## src/rtl/lfsr_hash_engine.sv

```systemverilog
// LFSR hash generator for the LZW dictionary lookup path.
// Loads a length-masked key, shifts a fixed number of cycles, and supports re-probing on collision.
module lfsr_hash_engine #(
    parameter int HASH_WIDTH    = 11,
    parameter int KEY_BYTES     = 8,
    parameter int SHIFT_CYCLES  = 8,
    parameter int REHASH_CYCLES = 1,
    parameter int MAX_PROBES    = 4,
    localparam int PROBE_W      = (MAX_PROBES > 1) ? $clog2(MAX_PROBES) : 1
) (
    input  logic                   clk,
    input  logic                   rst,
    input  logic                   start,
    input  logic [8*KEY_BYTES-1:0] data_in,
    input  logic [2:0]             num_char,
    output logic                   busy,
    output logic [HASH_WIDTH-1:0]  hash_out,
    output logic                   hash_valid,
    input  logic                   hash_ready,
    input  logic                   rehash,
    output logic [PROBE_W-1:0]     probe_idx,
    output logic                   probe_exhausted
);

    // state | meaning
    // IDLE  | waiting for start
    // SHIFT | shifting the LFSR, count_q shifts remaining
    // DONE  | hash_out valid, waiting for consumer handshake
    typedef enum logic [1:0] {IDLE, SHIFT, DONE} state_t;

    localparam logic [2:0]         MAX_LEN     = 3'(KEY_BYTES - 1);
    localparam logic [7:0]         SHIFT_INIT  = 8'(SHIFT_CYCLES);
    localparam logic [7:0]         REHASH_INIT = 8'(REHASH_CYCLES);
    localparam logic [PROBE_W-1:0] LAST_PROBE  = PROBE_W'(MAX_PROBES - 1);

    state_t               state_q;
    logic [63:0]          shift_reg_q;
    logic [7:0]           count_q;
    logic [2:0]           len_q;
    logic [PROBE_W-1:0]   probe_idx_q;
    logic                 exhausted_q;

    logic [2:0]           len_d;
    logic [63:0]          load_d;
    logic                 fb;

    always_comb begin
        len_d = (num_char > MAX_LEN) ? MAX_LEN : num_char;
    end

    // Bytes above the key length are zeroed; bits above the key port are zero by extension.
    always_comb begin
        load_d = 64'(data_in);
        for (int b = 0; b < 8; b++) begin
            if (3'(b) > len_d) begin
                load_d[8*b +: 8] = 8'h00;
            end
        end
    end

    always_comb begin
        case (len_q)
            3'd0:    fb = ~(shift_reg_q[7]  ^ shift_reg_q[5]  ^ shift_reg_q[4]  ^ shift_reg_q[3]);
            3'd1:    fb = ~(shift_reg_q[15] ^ shift_reg_q[13] ^ shift_reg_q[12] ^ shift_reg_q[10]);
            3'd2:    fb = ~(shift_reg_q[23] ^ shift_reg_q[22] ^ shift_reg_q[20] ^ shift_reg_q[19]);
            3'd3:    fb = ~(shift_reg_q[31] ^ shift_reg_q[29] ^ shift_reg_q[25] ^ shift_reg_q[24]);
            3'd4:    fb = ~(shift_reg_q[39] ^ shift_reg_q[36] ^ shift_reg_q[35] ^ shift_reg_q[34]);
            3'd5:    fb = ~(shift_reg_q[47] ^ shift_reg_q[43] ^ shift_reg_q[40] ^ shift_reg_q[38]);
            3'd6:    fb = ~(shift_reg_q[55] ^ shift_reg_q[53] ^ shift_reg_q[51] ^ shift_reg_q[48]);
            default: fb = ~(shift_reg_q[63] ^ shift_reg_q[62] ^ shift_reg_q[60] ^ shift_reg_q[59]);
        endcase
    end

    always_ff @(posedge clk) begin
        if (!rst) begin
            state_q     <= IDLE;
            shift_reg_q <= '0;
            count_q     <= '0;
            len_q       <= '0;
            probe_idx_q <= '0;
            exhausted_q <= 1'b0;
        end else begin
            exhausted_q <= 1'b0;
            unique case (state_q)
                IDLE: begin
                    if (start) begin
                        shift_reg_q <= load_d;
                        len_q       <= len_d;
                        probe_idx_q <= '0;
                        if (SHIFT_CYCLES == 0) begin
                            state_q <= DONE;
                        end else begin
                            count_q <= SHIFT_INIT;
                            state_q <= SHIFT;
                        end
                    end
                end
                SHIFT: begin
                    shift_reg_q <= {shift_reg_q[62:0], fb};
                    count_q     <= count_q - 8'd1;
                    if (count_q == 8'd1) begin
                        state_q <= DONE;
                    end
                end
                DONE: begin
                    if (hash_ready) begin
                        if (!rehash) begin
                            state_q <= IDLE;
                        end else if (probe_idx_q == LAST_PROBE) begin
                            exhausted_q <= 1'b1;
                            state_q     <= IDLE;
                        end else begin
                            probe_idx_q <= probe_idx_q + PROBE_W'(1);
                            count_q     <= REHASH_INIT;
                            state_q     <= SHIFT;
                        end
                    end
                end
                default: state_q <= IDLE;
            endcase
        end
    end

    assign busy            = (state_q != IDLE);
    assign hash_valid      = (state_q == DONE);
    assign hash_out        = shift_reg_q[HASH_WIDTH-1:0];
    assign probe_idx       = probe_idx_q;
    assign probe_exhausted = exhausted_q;

endmodule

```

## config.mk

```make
export PLATFORM = sky130hd
export DESIGN_NAME = lfsr_hash_engine
export DESIGN_NICKNAME = d
export VERILOG_FILES = /design/src/rtl/lfsr_hash_engine.sv
export SDC_FILE = /design/constraint.sdc
export NUM_CORES = 1
export LEC_CHECK = 0
export ABC_AREA = 0
export BUFFER_PORTS_ARGS = -buffer_cell sky130_fd_sc_hd__clkbuf_2
export CAP_MARGIN = 0
export CORE_UTILIZATION = 30
export DETAILED_ROUTE_END_ITERATION = 10
export PLACE_DENSITY_LB_ADDON = 0.2
export SLEW_MARGIN = 20
export SYNTH_ARGS = -nofsm -noshare
export SYNTH_HDL_FRONTEND = slang
export SYNTH_SLANG_ARGS = --single-unit
export TNS_END_PERCENT = 50
```

## constraint.sdc

```tcl
create_clock -name clk -period 2.3 [get_ports clk]
set_input_delay 0.46 -clock clk [delete_from_list [all_inputs] [get_ports clk]]
set_output_delay 0.46 -clock clk [all_outputs]
set_load 0.03 [all_outputs]
```

==> results of run 1 <==
-- cells in the final DEF (no fill, tap or decap), drive strengths merged, types with 2 or more instances in the layout --
cell type	n
nor3b	49
buf	9
nand3	8
clkinv	3
inv	9
xnor2	16
clkbuf	97
and2	2
nand4	3
dfxtp	80
a31oi	2
a21boi	5
nor2	61
o211ai	8
mux2i	7
nor2b	5
nand3b	2
o21ai	19
nor4	3
a21oi	7
nor3	3
o21a	3
ha	7
a32oi	2
a221oi	48
o211a	15
bufinv	2
a211oi	2
xor2	12
nand2	26
-- state kept, by name, summed over array words and instances (netlist names) --
name,flops
count_q,8
len_q,3
probe_exhausted,1
probe_idx,2
shift_reg_q,64
state_q,2
-- how the worst max path moves through the flow --
stage | start | endpoint | cells after the start
5_1_grt | state_q[1] | shift_reg_q[48] | 7
4_1_cts | state_q[0] | busy | 4
3_3_place_gp | state_q[0] | shift_reg_q[32] | 6
2_1_floorplan | state_q[0] | shift_reg_q[56] | 9
6_report | state_q[0] | busy | 4
3_5_place_dp | state_q[0] | shift_reg_q[48] | 6
-- power breakdown --
group / total [mW] / switching [mW] / internal (mW)
sequential: 2.30 / 0.404 / 1.89
combinational: 3.49 / 2.04 / 1.45
clock: 1.56 / 0.581 / 0.974
-- cells by family after synthesis --
family,share of synthesized area [%]
fa+ha+maj,2.13
flops,39.0
compound gates,22.5
mux,1.71
simple gates,21.3
xor+xnor,5.97
buf+inv,7.37
-- routing by layer --
| layer | up-vias | share of wire [%] | track usage, % |
|---|---|---|---|
| met2 | 87 | 45 | 24.1 |
| met5 | - | 0 | 0 |
| met3 | 16 | 4.1 | 3.16 |
| li1 | 1788 | - | - |
| met1 | 1701 | 49 | 21.0 |
| met4 | 0 | 2.1 | 6.88 |
-- metrics by stage --
stage | area, sq um | util, % | setup WS, ns | total power, mW | hold WS [ns]
after floorplan | 4110 | - | 0.503 | 5.02 | 0.456
after global placement | 4630 | 34.8 | 0.304 | 5.72 | 0.474
after detailed placement | 4630 | 34.8 | 0.211 | 5.79 | 0.488
after CTS | 4950 | 37.2 | 0.171 | 7.38 | 0.358
after global routing | 4960 | 37.3 | 0.122 | 7.92 | 0.404
final | 4960 | 37.3 | 0.284 | 7.34 | 0.366
-- synth_stat cells (12+ instances only) --
library cell	n	area share [%]
a221oi_1	47	10
nor3b_1	49	9.0
buf_2	17	2.1
o211a_1	15	3.7
xor2_1	12	2.6
nand2_1	25	2.3
xnor2_1	16	3.4
clkbuf_1	17	1.6
dfxtp_1	80	39
nor2_1	61	5.6
buf_4	13	2.4
o21ai_0	16	2.0
-- area by class of cell --
type / count / area [sq um] / area share, %
sequential: 80 / 1600 / 32.3
clock inverter: 6 / 82.6 / 1.66
clock buffer: 10 / 239 / 4.82
tap: 176 / 220 / 4.44
timing repair buffer: 96 / 553 / 11.1
multi-input combinational: 323 / 2230 / 45.0
inverter: 9 / 33.8 / 0.681
-- repair_timing --
| item | in CTS | in global routing |
|---|---|---|
| endpoints found under the setup margin | 0 | 1 |
| gates resized for setup | 0 | 1 |
| setup buffers | 0 | 0 |
-- critical path, delay by kind of cell (launching register included) --
family,cells,cell delay [ns]
DFF,1,0.37
adders and majority gates,1,0.28
buffers and inverters,3,0.56
==> impl_metrics.toml, run 1 <==
[synthesis]
synth_cell_types = 46
synth-seq-cells = 80
syn_inst = 460
synth_ff_type = "dfxtp_1"
synth_fp_nets = 539
synth_seq_area_share_pct = 39.0
synth_edf_count = 0
synthArstFlopShare_pct = 0
syn_area_sq_um = 4110
syn_avg_cell_area_sq_um = 8.93
yosys_warnings = 0

[cts]
cts_htree_levels = 3
clk_pin_slew_ns = 0.06
cts_hold_buf = 0
cts-buffers-inserted = 9
clockRootBuffer = "clkbuf_16"
cts_sinks = 80
cts_max_path_buffers = 2
cts_tree = "done"
worstSkewPairLatency_ns = 0.34

[critical_path]
max_stage_delay_ns = 0.37
rrSetupSlack_ns = 0.32
r2r-end = "shift_reg_q[63]"
cp-start-kind = "register"
cp.required_ns = 1.84
crit_type = "reg -> out"
critPathMaxFanout = 10
reg2reg_from = "state_q[1]"
worstPathCellList = "inv_1, ha_2, inv_1, clkbuf_2"
rr_worst_depth = 7
critical_path_arrival_ns = 1.56
crit_top_cell = "inv_1"
setup.worst_path.end_class = "output pin"
crit_slowest_cell = "dfxtp_1"

[place]
place.port_buffers = 87
hpwl_microns = 7270
gp_congestion = 0.764
dpl.cell_count = 683

[cells_and_area]
n_fill_cell = 1377
stdcell_count = 700
antenna_cells = 0
area_growth_pct = 20.8
layout.nets = 598
drive_above_1_share_pct = 23.5

[route]
via_count = 3592
viasPerCell = 5.13
first_iter_violations = 145
ant_nets = 0
drtPass1Iterations = 4
wl_per_cell_microns = 15.5
routed_wl_microns = 10900
drc = 0

[global_routing]
overflow = 0
grt_pass1_vias = 3506
grt_max_degree = 83
antenna_found_initial = 0
grtUsageTotal_pct = 15.6
grt_pass1_wl_microns = 17500

[power]
p_per_area_nw_per_um2 = 1480
p_leak_nw = 2.08
ir_drop_mv = 0.546

[floorplan]
die-area_sq_um = 14200
ios = 88
core-area_sq_um = 13300
dieWidth_microns = 119
start_util_pct = 30.9
row_count = 42
fp.dieH_microns = 119

[sta]
slew_headroom_pct = 60.4
tns_ns = 0
worst_pin_slew_ns = 0.589
period_needed_ns = 2.02
rsz0062_at_grt = "false"
finClkSkew_ns = 0.00733
period_share_pct = 87.7
report.final.setup_viol = 0
fmax_mhz = 496
drv_slew = 0
finalHoldViolCount = 0

[worst_hold_path]
min_path_type = "in -> reg"
hold_end = "probe_exhausted"
holdPathStages = 3
hp-start = "rehash"

[run_status]
status = "completed"

[job]
max_cap_violations = 0
No activity file was read; power rests on OpenSTA's default activity.
==> run 2: changes to the inputs <==
--- a/config.mk
+++ b/config.mk
@@ -10,7 +10,7 @@
 export CAP_MARGIN = 0
 export CORE_UTILIZATION = 30
 export DETAILED_ROUTE_END_ITERATION = 10
-export PLACE_DENSITY_LB_ADDON = 0.2
+export PLACE_DENSITY = 0.51
 export SLEW_MARGIN = 20
 export SYNTH_ARGS = -nofsm -noshare
 export SYNTH_HDL_FRONTEND = slang
==> impl_metrics.toml, run 2 (synthesis gave the netlist of run 1 again) <==
[power]
p_per_area_nw_per_um2 = 1460
ir_drop_mv = 0.654
p_leak_nw = 2.07

[critical_path]
cp.depth = 4
r2r-end = "shift_reg_q[40]"
cp-start-kind = "register"
rrSetupSlack_ns = 0.34
reg2reg_from = "state_q[0]"
path_buf_inv = 3
worstPathCellList = "inv_1, ha_1, inv_1, clkbuf_2"
rr_worst_depth = 7
crit_family = "buffers and inverters"
critical_path_arrival_ns = 1.65
cp-endpoint = "busy"
cp.required_ns = 1.84
crit_slowest_cell = "ha_1"
setup.worst_path.end_class = "output pin"
crit_start = "state_q[0]"
critPathMaxFanout = 9
crit_top_cell = "inv_1"
max_stage_delay_ns = 0.41
crit_type = "reg -> out"

[sta]
rsz0062_at_grt = "false"
slew_headroom_pct = 56.2
period_needed_ns = 2.11
finClkSkew_ns = 0.00719
drv_slew = 0
fmax_mhz = 475
period_share_pct = 91.6
finalHoldViolCount = 0
report.final.setup_viol = 0
tns_ns = 0
worst_pin_slew_ns = 0.652

[floorplan]
fp.dieH_microns = 119
ios = 88
start_util_pct = 30.9
row_count = 42
die-area_sq_um = 14200
dieWidth_microns = 119
core-area_sq_um = 13300

[job]
max_cap_violations = 0

[place]
place.port_buffers = 87
hpwl_microns = 7400
dpl-instance-area_sq_um = 4620
gp_congestion = 0.804

[cells_and_area]
drive_above_1_share_pct = 22.8
multi_input_area_sq_um = 2220
regMostFlops = "shift_reg_q"
reg_top3 = "shift_reg_q x64, count_q x8, len_q x3"
n_fill_cell = 1386
layout.cells.most_common = "clkbuf_2"
area_growth_pct = 19.8
final_cell_mix = "clkbuf_2, dfxtp_1, nor2_1"
antenna_cells = 0
largest_reg_flops = 64
stdcell_area_sq_um = 4920
seq_area_sq_um = 1600
layout.nets = 599

[cts]
cts_setup_buffers = 0
clk_pin_slew_ns = 0.06
cts_htree_levels = 3
worstSkewPairLatency_ns = 0.34
cts_tree = "done"
cts_sinks = 80
cts_max_path_buffers = 2
cts_hold_buf = 0
clockRootBuffer = "clkbuf_16"
cts.repair.resized = 0
cts-buffers-inserted = 9

[global_routing]
grtUsageTotal_pct = 16.0
grt_pass1_vias = 3553
antenna_found_initial = 0
grt_pass1_wl_microns = 17900
grt_max_degree = 49
overflow = 0

[route]
drc = 0
ant_nets = 0
via_count = 3565
viasPerCell = 5.10
wl_per_cell_microns = 15.2
drtPass1Iterations = 5
first_iter_violations = 225
routed_wl_microns = 10600

[run_status]
status = "completed"

[worst_hold_path]
min_path_type = "in -> reg"
## run 2: cell count changes in the layout (fill, tap and decap cells not counted)
cell / delta
buf_12: -2
clkinv_4: +1
ha_1: +1
clkbuf_8: -1
o21ai_2: -1
clkinv_2: -3
buf_4: +4
ha_2: -1
clkbuf_1: +2
clkinvlp_4: -1
## run 2: final cells by class
type / count / area share [%]
inverter: 9 / 0.687
timing repair buffer: 98 / 11.0
sequential: 80 / 32.6
clock buffer: 11 / 4.73
multi-input combinational: 322 / 45.1
tap: 176 / 4.48
clock inverter: 3 / 1.40
## run 2: metrics by stage
stage	setup slack [ns]	utilization, %	hold WS, ns	total power, mW	cells
global route	0.0371	37.0	0.398	7.80	699
finish	0.194	37.0	0.373	7.19	699
global placement	0.432	34.7	0.474	5.71	685
floorplan	0.503	-	0.456	5.02	460
detailed placement	0.340	34.7	0.486	5.78	685
CTS	0.178	37.0	0.355	7.32	699
## run 2: tightest hold or removal path, stage by stage
cell	delay, ns
clkbuf_2	0.10
nand4_1	0.06
nor2_1	0.04
## run 2: per-layer routing
| layer | share of wire [%] | global-route usage (%) | up-vias |
|---|---|---|---|
| met5 | 0 | 0 | - |
| met4 | 1.1 | 6.01 | 0 |
| met3 | 5.1 | 4.65 | 8 |
| met2 | 46 | 25.5 | 82 |
| met1 | 48 | 20.3 | 1683 |
| li1 | - | - | 1792 |
## run 2: worst min-delay path by stage
stage	to	startpoint	slack, ns	cells after the start
2_1_floorplan	count_q[7]	count_q[7]	0.46	2
3_3_place_gp	count_q[7]	count_q[7]	0.47	2
3_5_place_dp	shift_reg_q[16]	shift_reg_q[16]	0.49	1
4_1_cts	probe_exhausted	rehash	0.35	3
5_1_grt	probe_exhausted	rehash	0.40	3
6_report	probe_exhausted	rehash	0.37	3
## run 2: report_power, final
part / total, mW / internal, mW / switching (mW)
Clock: 1.49 / 0.941 / 0.552
Combinational: 3.39 / 1.41 / 1.98
Sequential: 2.31 / 1.89 / 0.413
